===== src/rtl/uart_rx_ctrl_if.sv =====
// CPU-side bus of the UART receive controller.
//  master : the CPU (drives cfg_we/cfg_wdata, rd_ready, ovf_clr)
//  slave  : the controller (drives cfg_busy, rd_valid, rd_data, count, fifo_ovf, irq)
//  cfg_wdata layout is {even, pen, eight, k[18:0]}; rd_data is {ovf, ferr, perr, data[7:0]}.
interface uart_rx_ctrl_if #(
  parameter int AW = 3
);
  logic          cfg_we;
  logic [21:0]   cfg_wdata;
  logic          cfg_busy;
  logic          rd_valid;
  logic          rd_ready;
  logic [10:0]   rd_data;
  logic [AW:0]   count;
  logic          fifo_ovf;
  logic          ovf_clr;
  logic          irq;

  modport master (
    output cfg_we, cfg_wdata, rd_ready, ovf_clr,
    input  cfg_busy, rd_valid, rd_data, count, fifo_ovf, irq
  );

  modport slave (
    input  cfg_we, cfg_wdata, rd_ready, ovf_clr,
    output cfg_busy, rd_valid, rd_data, count, fifo_ovf, irq
  );
endinterface


===== src/rtl/uart_rx_ctrl.sv =====
// UART receive controller.
// Drains each character the receive engine flags as ready into an RX FIFO,
// clears the engine with a one-cycle eng_clr pulse, and presents the FIFO to
// the CPU as a valid/ready read port with a level interrupt. It also owns the
// engine's frame configuration and only changes it while the engine is idle.
// Ports:
//  clk, rst                 clock, asynchronous active-low reset
//  bus (slave)              CPU side: config write, read port, count, fifo_ovf, irq
//  k, eight, pen, even      frame configuration driven to the engine
//  eng_idle, eng_rxrdy      engine idle / character-ready status
//  eng_data, eng_perr,
//  eng_ferr, eng_ovf        received character and its error flags
//  eng_clr                  one-cycle clear back to the engine
module uart_rx_ctrl #(
  parameter int          DEPTH     = 8,
  parameter int          AW        = 3,
  parameter int          THRESH    = 4,
  parameter logic [18:0] K_DEFAULT = 19'd5208
) (
  input  logic        clk,
  input  logic        rst,
  uart_rx_ctrl_if.slave bus,
  output logic [18:0] k,
  output logic        eight,
  output logic        pen,
  output logic        even,
  input  logic        eng_idle,
  input  logic        eng_rxrdy,
  input  logic [7:0]  eng_data,
  input  logic        eng_perr,
  input  logic        eng_ferr,
  input  logic        eng_ovf,
  output logic        eng_clr
);

  typedef enum logic [1:0] {
    ST_IDLE,
    ST_CAPTURE,
    ST_WAIT_CLR
  } state_e;

  typedef struct packed {
    logic       ovf;
    logic       ferr;
    logic       perr;
    logic [7:0] data;
  } rx_entry_t;

  typedef struct packed {
    logic        even;
    logic        pen;
    logic        eight;
    logic [18:0] k;
  } cfg_t;

  localparam cfg_t CFG_RESET = '{even: 1'b0, pen: 1'b0, eight: 1'b1, k: K_DEFAULT};

  state_e          state_q, state_d;
  logic            eng_clr_q, eng_clr_d;
  rx_entry_t       mem_q [DEPTH];
  logic [AW-1:0]   wr_ptr_q, wr_ptr_d;
  logic [AW-1:0]   rd_ptr_q, rd_ptr_d;
  logic [AW:0]     count_q, count_d;
  logic            fifo_ovf_q, fifo_ovf_d;
  logic            irq_q, irq_d;
  cfg_t            cfg_q, cfg_d;
  cfg_t            pend_q, pend_d;
  logic            busy_q, busy_d;

  logic            capture;
  logic            full;
  logic            rd_valid;
  logic            push;
  logic            pop;
  logic            apply;
  rx_entry_t       head;
  rx_entry_t       cap_entry;

  assign capture   = (state_q == ST_CAPTURE);
  assign full      = (count_q == (AW+1)'(DEPTH));
  assign rd_valid  = (count_q != '0);
  assign pop       = rd_valid & bus.rd_ready;
  // A full FIFO can still accept the capture when the CPU frees a slot on the same edge.
  assign push      = capture & (~full | pop);
  assign head      = mem_q[rd_ptr_q];
  assign cap_entry = '{ovf: eng_ovf, ferr: eng_ferr, perr: eng_perr, data: eng_data};
  // Config may only move while the engine is searching for a start bit and no
  // character is waiting to be drained, so a frame never sees a mid-flight change.
  assign apply     = busy_q & eng_idle & (state_q == ST_IDLE) & ~eng_rxrdy;

  // NOTE: every signal written here gets a default first so no latch is inferred.
  always_comb begin
    state_d   = state_q;
    eng_clr_d = 1'b0;
    unique case (state_q)
      ST_IDLE: begin
        if (eng_rxrdy) begin
          state_d   = ST_CAPTURE;
          eng_clr_d = 1'b1;
        end
      end
      ST_CAPTURE:  state_d = ST_WAIT_CLR;
      // Wait for the engine to drop its sticky flag so one character is taken once.
      ST_WAIT_CLR: if (!eng_rxrdy) state_d = ST_IDLE;
      default:     state_d = ST_IDLE;
    endcase

    wr_ptr_d = push ? wr_ptr_q + AW'(1) : wr_ptr_q;
    rd_ptr_d = pop  ? rd_ptr_q + AW'(1) : rd_ptr_q;
    unique case ({push, pop})
      2'b10:   count_d = count_q + (AW+1)'(1);
      2'b01:   count_d = count_q - (AW+1)'(1);
      default: count_d = count_q;
    endcase

    // Losing a character outranks a simultaneous clear.
    if (capture && !push)  fifo_ovf_d = 1'b1;
    else if (bus.ovf_clr)  fifo_ovf_d = 1'b0;
    else                   fifo_ovf_d = fifo_ovf_q;

    irq_d = (count_q >= (AW+1)'(THRESH)) | fifo_ovf_q |
            (rd_valid & (head.perr | head.ferr | head.ovf));

    cfg_d  = apply ? pend_q : cfg_q;
    pend_d = bus.cfg_we ? cfg_t'(bus.cfg_wdata) : pend_q;
    // A write landing on the apply edge stays pending for the next idle window.
    busy_d = bus.cfg_we | (busy_q & ~apply);
  end

  // NOTE: state uses non-blocking assignments so every flop samples pre-edge values.
  always_ff @(posedge clk or negedge rst) begin
    if (!rst) begin
      state_q    <= ST_IDLE;
      eng_clr_q  <= 1'b0;
      wr_ptr_q   <= '0;
      rd_ptr_q   <= '0;
      count_q    <= '0;
      fifo_ovf_q <= 1'b0;
      irq_q      <= 1'b0;
      cfg_q      <= CFG_RESET;
      pend_q     <= CFG_RESET;
      busy_q     <= 1'b0;
    end else begin
      state_q    <= state_d;
      eng_clr_q  <= eng_clr_d;
      wr_ptr_q   <= wr_ptr_d;
      rd_ptr_q   <= rd_ptr_d;
      count_q    <= count_d;
      fifo_ovf_q <= fifo_ovf_d;
      irq_q      <= irq_d;
      cfg_q      <= cfg_d;
      pend_q     <= pend_d;
      busy_q     <= busy_d;
    end
  end

  // NOTE: the storage array has no reset; entries are only visible once counted in.
  always_ff @(posedge clk) begin
    if (push) mem_q[wr_ptr_q] <= cap_entry;
  end

  assign eng_clr      = eng_clr_q;
  assign k            = cfg_q.k;
  assign eight        = cfg_q.eight;
  assign pen          = cfg_q.pen;
  assign even         = cfg_q.even;

  assign bus.cfg_busy = busy_q;
  assign bus.rd_valid = rd_valid;
  // Gate the head so an empty FIFO reads as zero rather than stale storage.
  assign bus.rd_data  = rd_valid ? 11'(head) : 11'd0;
  assign bus.count    = count_q;
  assign bus.fifo_ovf = fifo_ovf_q;
  assign bus.irq      = irq_q;

endmodule


===== src/flat_wrapper.sv =====
// flat-port wrapper written by rule: the top's interface ports become plain ports
module uart_rx_ctrl_flat 
#(
  parameter int          DEPTH     = 8,
  parameter int          AW        = 3,
  parameter int          THRESH    = 4,
  parameter logic [18:0] K_DEFAULT = 19'd5208
)
  (clk, rst, k, eight, pen, even, eng_idle, eng_rxrdy, eng_data, eng_perr, eng_ferr, eng_ovf, eng_clr, bus_cfg_we, bus_cfg_wdata, bus_rd_ready, bus_ovf_clr, bus_cfg_busy, bus_rd_valid, bus_rd_data, bus_count, bus_fifo_ovf, bus_irq);
  uart_rx_ctrl_if #(.AW(AW)) bus_i ();
  input  logic clk;
  input  logic rst;
  output logic [18:0] k;
  output logic eight;
  output logic pen;
  output logic even;
  input  logic eng_idle;
  input  logic eng_rxrdy;
  input  logic [7:0] eng_data;
  input  logic eng_perr;
  input  logic eng_ferr;
  input  logic eng_ovf;
  output logic eng_clr;
  input wire logic [$bits(bus_i.cfg_we)-1:0] bus_cfg_we;
  input wire logic [$bits(bus_i.cfg_wdata)-1:0] bus_cfg_wdata;
  input wire logic [$bits(bus_i.rd_ready)-1:0] bus_rd_ready;
  input wire logic [$bits(bus_i.ovf_clr)-1:0] bus_ovf_clr;
  output wire logic [$bits(bus_i.cfg_busy)-1:0] bus_cfg_busy;
  output wire logic [$bits(bus_i.rd_valid)-1:0] bus_rd_valid;
  output wire logic [$bits(bus_i.rd_data)-1:0] bus_rd_data;
  output wire logic [$bits(bus_i.count)-1:0] bus_count;
  output wire logic [$bits(bus_i.fifo_ovf)-1:0] bus_fifo_ovf;
  output wire logic [$bits(bus_i.irq)-1:0] bus_irq;
  assign bus_i.cfg_we = bus_cfg_we;
  assign bus_i.cfg_wdata = bus_cfg_wdata;
  assign bus_i.rd_ready = bus_rd_ready;
  assign bus_i.ovf_clr = bus_ovf_clr;
  assign bus_cfg_busy = bus_i.cfg_busy;
  assign bus_rd_valid = bus_i.rd_valid;
  assign bus_rd_data = bus_i.rd_data;
  assign bus_count = bus_i.count;
  assign bus_fifo_ovf = bus_i.fifo_ovf;
  assign bus_irq = bus_i.irq;
  uart_rx_ctrl #(.DEPTH(DEPTH), .AW(AW), .THRESH(THRESH), .K_DEFAULT(K_DEFAULT)) u_core (.clk(clk), .rst(rst), .bus(bus_i), .k(k), .eight(eight), .pen(pen), .even(even), .eng_idle(eng_idle), .eng_rxrdy(eng_rxrdy), .eng_data(eng_data), .eng_perr(eng_perr), .eng_ferr(eng_ferr), .eng_ovf(eng_ovf), .eng_clr(eng_clr));
endmodule

===== config.mk =====
export PLATFORM = sky130hd
export DESIGN_NAME = uart_rx_ctrl_flat
export DESIGN_NICKNAME = d
export VERILOG_FILES = /design/src/rtl/uart_rx_ctrl_if.sv /design/src/rtl/uart_rx_ctrl.sv /design/src/flat_wrapper.sv
export SDC_FILE = /design/constraint.sdc
export NUM_CORES = 1
export LEC_CHECK = 0
export ABC_CLOCK_PERIOD_IN_PS = 3020
export CAP_MARGIN = 20
export CORE_ASPECT_RATIO = 0.5
export CORE_MARGIN = 2
export CORE_UTILIZATION = 35
export DETAILED_ROUTE_END_ITERATION = 7
export RECOVER_POWER = 25
export SLEW_MARGIN = 20
export SYNTH_ARGS = -nofsm -noshare
export SYNTH_HDL_FRONTEND = slang
export SYNTH_SLANG_ARGS = --single-unit

===== constraint.sdc =====
create_clock -name clk -period 3.02 [get_ports clk]
set_input_delay 0.604 -clock clk [delete_from_list [all_inputs] [get_ports clk]]
set_output_delay 0.604 -clock clk [all_outputs]
set_load 0.05 [all_outputs]

# After elaboration in Yosys (flattened, before gate mapping)
# Memory sizes are Yosys's and may differ from the RTL's.
# Cells that the tools add are included.
[classes]
addsub = 4
n_lt_le_gt_ge = 1
n_eq_ne = 7
mux = 11
bitwise_logic = 16
reduce_logical = 7
[ops]
columns = ["cell", "count"]
rows = [
  ["11-bit 2-to-1 mux", 1],
  ["4-bit case mux with 2 select lines", 1],
  ["1-bit bitwise AND", 7],
  ["3-bit by 1-bit adder with 3-bit output, second input constant", 2],
  ["1-bit 2-to-1 mux", 6],
  ["1-bit bitwise OR", 6],
  ["2-bit case mux with 3 select lines", 1],
  ["4-bit by 1-bit adder with 4-bit output, second input constant", 1],
  ["2-bit by 1-bit equality test with 1-bit output, second input constant", 2],
  ["2-bit equality test, second input constant", 2],
  ["4-bit equality test, second input constant", 1],
  ["4-bit by 3-bit >= comparator with 1-bit output, second input constant", 1],
  ["2-bit 2-to-1 mux", 2],
  ["2-bit != test, second input constant", 2],
  ["2-bit nonzero test", 2],
  ["4-bit nonzero test", 1],
  ["4-bit by 1-bit subtractor with 4-bit output, second input constant", 1],
  ["1-bit inverter", 3],
  ["2-bit logical NOT", 1],
  ["2-bit AND reduction", 1],
  ["1-bit logical AND", 1],
  ["1-bit logical NOT", 1],
]
[word_totals]
ff_bits = 60
ram_bits = 88
elab_cells = 63
mem_count = 1
[memory_table]
columns = ["name", "words", "word_bits", "rd", "rd_ports_with_merged_regs", "write_ports", "line", "text"]
rows = [
  ["u_core.mem_q", 8, 11, 1, 0, 1, "uart_rx_ctrl.sv:60", "rx_entry_t mem_q [DEPTH];"],
]

# Depth between registers and ports, before layout
# Gate-level depths: netlist (run 1).
[depth]
depth_word = 7
mapped_depth = 12

# Worst setup path after synthesis (run 1)
# OpenSTA, ideal clock, no wires.
[synth_path]
path_type = "register -> register"
from = "register u_core.count_q[1] (netlist: u_core.bus.count[1])"
to = "memory u_core.mem_q[0][0] (netlist name) (enable)"
arrival_time_ns = 2.629
required_time_ns = 2.612
path_slack_ns = -0.017
path_stages_with_launch = 6
n_path_buf = 1
period_less_slack_ns = 3.037
path_cell_list = "dfrtp_1 -> buf_2 -> nor2_1 -> a31oi_1 -> inv_1 -> nor4_1"
[synth_via]
elab_chain_cells = 6
[synth_rtl]
columns = ["item", "line", "text"]
rows = [
  ["start, declared", "uart_rx_ctrl.sv:63", "logic [AW:0] count_q, count_d;"],
  ["start signal, assigned", "uart_rx_ctrl.sv:148", "count_q <= count_d;"],
  ["4-bit nonzero test / 4-bit equality test (equally long branches)", "uart_rx_ctrl.sv:81, uart_rx_ctrl.sv:80", ""],
  ["1-bit bitwise AND / 1-bit inverter (equally long branches)", "uart_rx_ctrl.sv:82, uart_rx_ctrl.sv:84", ""],
  ["1-bit bitwise OR (*)", "uart_rx_ctrl.sv:84", "assign push = capture & (~full | pop);"],
  ["1-bit bitwise AND (*)", "uart_rx_ctrl.sv:84", ""],
  ["1-bit 2-to-1 mux (*)", "uart_rx_ctrl.sv:159", "if (push) mem_q[wr_ptr_q] <= cap_entry;"],
  ["1-bit 2-to-1 mux (implied by the code) (*)", "uart_rx_ctrl.sv:159", ""],
  ["end, declared", "uart_rx_ctrl.sv:60", ""],
]
# Every way passes the cells marked *; elsewhere a longest branch is shown, timed or not.

# Final worst setup path (run 1)
[layout_path]
from = "register u_core.rd_ptr_q[0]"
to = "output port bus_rd_data[5]"
[layout_via]
elab_chain_cells = 2
[layout_rtl]
columns = ["item", "line", "text"]
rows = [
  ["start, declared", "uart_rx_ctrl.sv:62", "logic [AW-1:0] rd_ptr_q, rd_ptr_d;"],
  ["start signal, assigned", "uart_rx_ctrl.sv:147", "rd_ptr_q <= rd_ptr_d;"],
  ["memory 8 x 11 bit", "-", ""],
  ["11-bit 2-to-1 mux", "uart_rx_ctrl.sv:171", "assign bus.rd_data = rd_valid ? 11'(head) : 11'd0;"],
  ["end, declared", "flat_wrapper.sv:30", "output wire logic [$bits(bus_i.rd_data)-1:0] bus_rd_data;"],
]
# Every way passes these cells.

==> Implementation_results.wiki, run 1 <==
{| class="wikitable"
! Metric !! Value
|-
| Total power || roughly 8.1 mW
|-
| Asr flop ratio synth || 0.405
|-
| Global-route wire length before repair || 17.1 mm
|-
| Critical path arrival || between 2 and 2.5 ns
|-
| Setup-failing EPs final || 0
|-
| Power density cells || approximately 1100 mW/mm²
|-
| Endpoint class of the critical path || primary output
|-
| DRC marker count from the first detailed-route iteration || between 100 and 150
|-
| Unique cell type count in the Yosys netlist || 38
|-
| Clock edge transition at the registers on the reported setup and hold paths || roughly 0.060 ns
|-
| Count of clock tree sinks || roughly 150
|-
| Cell area after placement || between 0.007 and 0.008 mm²
|-
| Nets@finish || 477
|-
| Register bit total from synthesis || approximately 150
|-
| Critical Path Max Stage Delay || 0.57 ns
|-
| Synth area leaders || sky130_fd_sc_hd__edfxtp_1, sky130_fd_sc_hd__dfrtp_1, sky130_fd_sc_hd__mux2_2, sky130_fd_sc_hd__mux4_2, sky130_fd_sc_hd__dfstp_2
|-
| Post-synthesis area per instance || 18.0 µm²
|-
| Number of iterations in the first detailed-routing pass || 4
|-
| Count of cells resized by post-cts repair || 0
|-
| Reg2reg path depth || 10
|-
| Antenna cell count || 0
|-
| IR Drop Worst-Case VDD || ~500 µV
|-
| Area added between synthesis and finish || 29.5%
|-
| Number of placed I/O pins || 82
|-
| Category of the most critical setup path || reg2out
|-
| Most numerous cell on the critical path || sky130_fd_sc_hd__buf_4
|-
| Fmax achieved || 372 MHz
|-
| Routability Congestion || approximately 0.72
|-
| Count of filler cells inserted in the layout || 1462
|-
| Via count of the first global-routing pass || between 3000 and 4000
|-
| Final setup TNS || 0 ns
|-
| Max-slew headroom at the worst pin || -0.584
|-
| Clock tree skew after final layout || approximately 0.012 ns
|-
| Final Slew Violations || 45
|-
| Post-DP HPWL || slightly below 7 mm
|-
| Fin area || ~0.0076 mm²
|-
| CP Launch Type || register
|-
| TritonCTS clock tree || yes
|-
| Clock buffer count from CTS || 17
|-
| Syn_nets || 370
|-
| Chip height || 95.3 µm
|-
| Pin count of the biggest net entering global routing || between 40 and 50
|-
| Worst slew pin tran || about 2.4 ns
|-
| Post-route fraction of the period consumed by the critical path || 0.891
|-
| Run status || complete, but fails checks
|-
| Post-synth top flop || sky130_fd_sc_hd__edfxtp_1
|-
| Number of enable-type register cells in the synthesized netlist || about 90
|-
| Placement row count || 33
|-
| Max-cap viol count || 1
|-
| Later-pin clock latency in the skew report || ~0.41 ns
|-
| DRT antenna net count || 0
|-
| Required time at the worst-slack endpoint || between 2 and 2.5 ns
|-
| Average wire per standard cell || around 16 µm
|-
| Remaining routing DRC violations || 0
|-
| Proportion of netlist area held by the largest area contributor || 0.453
|-
| CP max stage cell || sky130_fd_sc_hd__mux4_2
|-
| Antenna violations before repair || 0
|-
| Maximum clock path buffer count || 2
|-
| X dimension of the die || about 190 µm
|-
| RSZ-0062 raised after global routing || no
|-
| Buffer count from post-CTS setup fixing || 0
|-
| Hold crit path type || reg2reg
|-
| I/O Buffers || between 80 and 90
|-
| Number of stages on the worst hold path || 1
|-
| Failing checks || max-capacitance violations, max-slew violations
|-
| Via total after detailed routing || 3099
|-
| Number of endpoints with negative hold slack in the final report || 0
|-
| Vias per cell || approximately 4.6
|-
| Synth Cell Area || about 0.0058 mm²
|-
| Count of synthesis-stage warnings from yosys || 0
|-
| Initial cell density of the core || 0.357
|-
| CTS Root Cell || sky130_fd_sc_hd__clkbuf_16
|-
| Cells after Synth || between 300 and 400
|-
| Core region area || approximately 0.016 mm²
|-
| Most frequent cells in the layout || sky130_fd_sc_hd__edfxtp_1, sky130_fd_sc_hd__clkdlybuf4s50_1, sky130_fd_sc_hd__dfrtp_1
|-
| Hold Buf Count CTS || 0
|-
| Cell breakdown of the critical path || buf_4 -> mux4_2 -> mux2i_1 -> nor2_1 -> buf_4
|-
| Total routing resource utilization after global routing || 0.130
|-
| Leftover overflow at the end of global routing || 0
|-
| Largest area contributor in the synthesized netlist || sky130_fd_sc_hd__edfxtp_1
|-
| Fraction of layout cells with a size suffix above 1 || 0.306
|-
| Largest fanout on the critical path || 22
|-
| Leakage power || 2.78 nW
|-
| Routed Wire Length || approximately 11 mm
|-
| Min cycle time layout || 2.69 ns
|-
| Most common cell after layout, fill and taps aside || sky130_fd_sc_hd__edfxtp_1
|-
| Die Area || about 0.018 mm²
|-
| H-tree lvl count || 4
|-
| Part of the Yosys area used for sequential elements || 0.713
|}
## sequential cells by signal (all words and copies together) (netlist names), 2 cells and up
signal and cells:
u_core.mem_q 88, u_core.pend_q 22, u_core.k 19, u_core.bus.count 4, u_core.rd_ptr_q 3, u_core.wr_ptr_q 3, u_core.state_q 2
## logic make-up after synthesis
kind of cell,synth area share
AOI/OAI and AO/OA,0.0116
xor gates and xnor gates,0.0135
adders and majority gates,0.0107
buffers and inverters,0.0141
DFF,0.713
muxes,0.187
and+or+nand+nor,0.0508
## layout make-up
type | instances | area [µm²] | share of cell area
clock inverters | 13 | 101 | 0.0134
clock buffers | 18 | 429 | 0.0568
flip-flops and latches | 148 | 4160 | 0.550
inverters | 4 | 17.5 | 0.00232
multi-input cells | 160 | 1610 | 0.213
well taps | 227 | 284 | 0.0376
repair buffers | 101 | 957 | 0.127
## stage by stage
| stage | cells | setup slack (ns) | hold slack [ns] | utilization |
|---|---|---|---|---|
| after global placement | 640 | 0.294 | 0.481 | 0.430 |
| after CTS | 671 | 0.272 | 0.396 | 0.463 |
| after detailed placement | 640 | 0.256 | 0.490 | 0.430 |
| final | 671 | 0.330 | 0.500 | 0.462 |
| after global routing | 671 | 0.179 | 0.514 | 0.462 |
| after floorplan | 325 | 0.0817 | 0.308 | - |
## per-layer routing
metal,wire length (µm),GRT usage
met1,5060,0.165
met2,4940,0.208
met3,492,0.0445
met4,128,0.0549
met5,0,0
## synth_stat cells, drive strengths merged (4+ instances only)
master,count
clkbuf,5
nor3,4
mux2,47
nor2,15
mux2i,20
nand2,9
ha,5
dfrtp,48
mux4,16
nand2b,5
dfstp,12
xor2,5
nand3,4
xnor2,4
inv,4
buf,8
edfxtp,88
## path summary, 6_finish.rpt
| path | from | slack, ns | to |
|---|---|---|---|
| setup / recovery | u_core.rd_ptr_q[0] | 0.33 | bus_rd_data[5] |
| hold / removal | u_core.pend_q[1] | 0.50 | u_core.pend_q[1] |
| setup reg to reg | u_core.bus.count[2] | 0.58 | u_core.bus.count[2] |
| hold reg to reg | u_core.pend_q[1] | 0.50 | u_core.pend_q[1] |
| max in group asynchronous | rst | 0.74 | u_core.pend_q[6] |
| min in group asynchronous | rst | 0.91 | u_core.rd_ptr_q[1] |
## critical path, delay by kind of cell (launching register included)
kind | cells | cell delay, ns
buf+inv | 2 | 0.57
simple gates | 1 | 0.05
flops | 1 | 0.35
mux | 2 | 0.71
## report_power, final
part,switching (mW),total [mW],internal [mW]
clock,0.822,1.88,1.06
combinational,2.03,3.43,1.39
sequential,0.274,2.84,2.57
total,3.13,8.15,5.02
Power figures use the tool's default switching activity.
==> run 2, diff against run 1 <==
- CORE_MARGIN: 2 -> 4
- CTS_BUF_LIST: default -> sky130_fd_sc_hd__clkbuf_16
==> run 2 against run 1 <==
The run now ends clean. Die area grew 6.4%. Routed wire length grew 5.4%. Count of clock-buffer cells in the layout shrank 1. Combinational power is essentially flat. Critical endpoint unchanged. First-iteration DRC count grew 15%.
==> Implementation_results.wiki, run 2 (synthesis gave the netlist of run 1 again) <==
{| class="wikitable"
! Metric !! Value
|-
| Run status || completed
|-
| Critical Path Max Stage Delay || between 0.5 and 0.6 ns
|-
| Later-pin clock latency in the skew report || 0.42 ns
|-
| Switching power || 3.21 mW
|-
| Clock buffer count from CTS || 17
|-
| Largest fanout on the critical path || 20
|-
| Leakage power || 2.79 nW
|-
| Part of the total power dissipated in the clock network || 0.236
|-
| DRC marker count from the first detailed-route iteration || ~120
|-
| Clock tree skew after final layout || ~0.015 ns
|-
| Terminating pin of the worst hold path || u_core.k[5]
|-
| Routability Congestion || around 0.71
|-
| TritonCTS clock tree || yes
|-
| Min cycle time layout || 2.68 ns
|-
| Clock edge transition at the registers on the reported setup and hold paths || ~0.070 ns
|-
| CP Launch Type || register
|-
| Fraction of layout cells with a size suffix above 1 || 0.313
|-
| Global-route wire length before repair || approximately 18 mm
|-
| Routed Wire Length || roughly 11 mm
|-
| X dimension of the die || approximately 190 µm
|-
| Share of total power in combinational logic || 0.419
|-
| Critical path arrival || roughly 2.1 ns
|-
| Core region area || roughly 0.016 mm²
|-
| Largest delay contributor family on the critical path || multiplexers
|-
| Register with the highest flop count || u_core.mem_q
|-
| Post-DP HPWL || around 7.2 mm
|-
| Internal || 5.05 mW
|-
| CTS Root Cell || sky130_fd_sc_hd__clkbuf_16
|-
| Endpoint class of the critical path || primary output
|-
| Finished Core Util || 0.464
|-
| Final setup TNS || 0 ns
|-
| Worst slack at placement || approximately 0.26 ns
|-
| Final Slew Violations || 0
|-
| Number of iterations in the first detailed-routing pass || 4
|-
| Max-cap viol count || 0
|-
| Reg2reg path depth || 10
|-
| Remaining routing DRC violations || 0
|-
| Net switching fraction of the power || 0.389
|-
| Hold Buf Count CTS || 0
|-
| Average wire per standard cell || ~17 µm
|-
| Post-route fraction of the period consumed by the critical path || 0.887
|-
| Most frequent cells in the layout || sky130_fd_sc_hd__edfxtp_1, sky130_fd_sc_hd__clkdlybuf4s50_1, sky130_fd_sc_hd__dfrtp_1
|-
| Count of filler cells inserted in the layout || ~1500
|-
| Start of the worst register-to-register path || u_core.bus.count[2]
|-
| Category of the most critical setup path || reg2out
|-
| Placement row count || 33
|-
| Via count of the first global-routing pass || between 3000 and 4000
|-
| Most common cell after layout, fill and taps aside || sky130_fd_sc_hd__edfxtp_1
|-
| Chip height || approximately 100 µm
|-
| R2R Path End || u_core.bus.count[2]
|-
| Nets@finish || approximately 480
|-
| Area added between synthesis and finish || 29.9%
|-
| Total power || slightly above 8 mW
|-
| Count of cells resized by post-cts repair || 0
|-
| Maximum clock path buffer count || 2
|-
| RSZ-0062 raised after global routing || no
|-
| CP max stage cell || sky130_fd_sc_hd__mux4_2
|-
| Fmax achieved || 373 MHz
|-
| Die Area || 0.0189 mm²
|-
| Cell breakdown of the critical path || buf_4 -> mux4_2 -> mux2i_1 -> nor2_1 -> buf_4
|-
| Antenna cell count || 0
|-
| Count of clock tree sinks || around 150
|-
| Via total after detailed routing || around 3100
|-
| H-tree lvl count || 4
|-
| Vias per cell || approximately 4.7
|-
| Max-slew headroom at the worst pin || 0.0130
|-
| I/O Buffers || between 80 and 90
|-
| Flip-flop count of the largest register after layout || 88
|-
| Number of placed I/O pins || a little over 80
|-
| Buffer count from post-CTS setup fixing || 0
|-
| Number of buffer and inverter instances along the worst setup path || 2
|-
| Setup slack on the worst flop-to-flop path || roughly 0.57 ns
|-
| Antenna violations before repair || 0
|-
| Setup-failing EPs final || 0
|-
| Initial cell density of the core || 0.357
|-
| Required time at the worst-slack endpoint || about 2.4 ns
|-
| IR Drop Worst-Case VDD || between 700 and 800 µV
|-
| Final WS setup || ~0.34 ns
|-
| Worst Min Path Start || u_core.pend_q[5]
|-
| Number of endpoints with negative hold slack in the final report || 0
|-
| Leftover overflow at the end of global routing || 0
|-
| Hold crit path type || reg2reg
|-
| Crit path depth || 5
|-
| Total routing resource utilization after global routing || 0.125
|-
| Worst slew pin tran || approximately 1.5 ns
|-
| Pin count of the biggest net entering global routing || just over 60
|-
| Power density cells || 1090 mW/mm²
|-
| DRT antenna net count || 0
|-
| Portion of total power attributed to sequential cells || 0.345
|-
| Number of stages on the worst hold path || 1
|-
| Most numerous cell on the critical path || sky130_fd_sc_hd__buf_4
|}
[run 2: power groups by stage]
| stage | Sequential (mW) | Combinational (mW) | Clock [mW] |
|---|---|---|---|
| after detailed placement | 2.89 | 3.51 | 0 |
| after global placement | 2.88 | 3.49 | 0 |
| after CTS | 2.86 | 3.52 | 2.00 |
| after floorplan | 3.47 | 1.73 | 0 |
| final | 2.85 | 3.46 | 1.95 |
| after global routing | 2.91 | 3.67 | 2.10 |
[run 2: metal layers]
| metal | part of all wire | vias to the layer above | GRT usage | routed length [µm] |
|---|---|---|---|---|
| li1 | - | 1450 | - | - |
| met1 | 0.46 | 1608 | 0.161 | 5170 |
| met2 | 0.46 | 72 | 0.193 | 5180 |
| met3 | 0.059 | 15 | 0.0445 | 663 |
| met4 | 0.016 | 0 | 0.0530 | 184 |
| met5 | 0 | - | 0 | 0 |
[run 2: worst register-to-register path: stages (launching register included)]
cell and delay (ns):
sky130_fd_sc_hd__dfrtp_1 0.48, sky130_fd_sc_hd__nor4_4 0.40, sky130_fd_sc_hd__inv_4 0.08, sky130_fd_sc_hd__and2_1 0.23, sky130_fd_sc_hd__ha_1 0.29, sky130_fd_sc_hd__xor2_1 0.16
sky130_fd_sc_hd__ha_1 0.19, sky130_fd_sc_hd__a21oi_1 0.15, sky130_fd_sc_hd__xor2_1 0.16, sky130_fd_sc_hd__nor2_1 0.06, sky130_fd_sc_hd__xor2_1 0.14
[run 2: how the worst max path moves through the flow]
stage | from | to | slack (ns)
global route | u_core.rd_ptr_q[0] | bus_rd_data[5] | 0.20
finish | u_core.rd_ptr_q[0] | bus_rd_data[5] | 0.34
floorplan | u_core.bus.count[2] | u_core.bus.count[2] | 0.08
CTS | u_core.rd_ptr_q[0] | bus_rd_data[5] | 0.29
global placement | bus_rd_ready | u_core.bus.count[2] | 0.29
detailed placement | bus_rd_ready | u_core.bus.count[2] | 0.26
[run 2: layout make-up]
class	count	area, µm²	area share
sequential	148	4160	0.548
multi-input combinational	160	1610	0.212
timing repair buffer	100	968	0.128
clock buffer	17	425	0.0561
tap	227	284	0.0374
clock inverter	15	123	0.0162
inverter	4	17.5	0.00231
[run 2: metrics by stage]
step | cell area (µm²) | instances | hold slack (ns)
detailed placement | 7040 | 639 | 0.490
floorplan | 5840 | 325 | 0.308
CTS | 7590 | 671 | 0.369
global route | 7580 | 671 | 0.512
finish | 7580 | 671 | 0.501
global placement | 7040 | 639 | 0.485
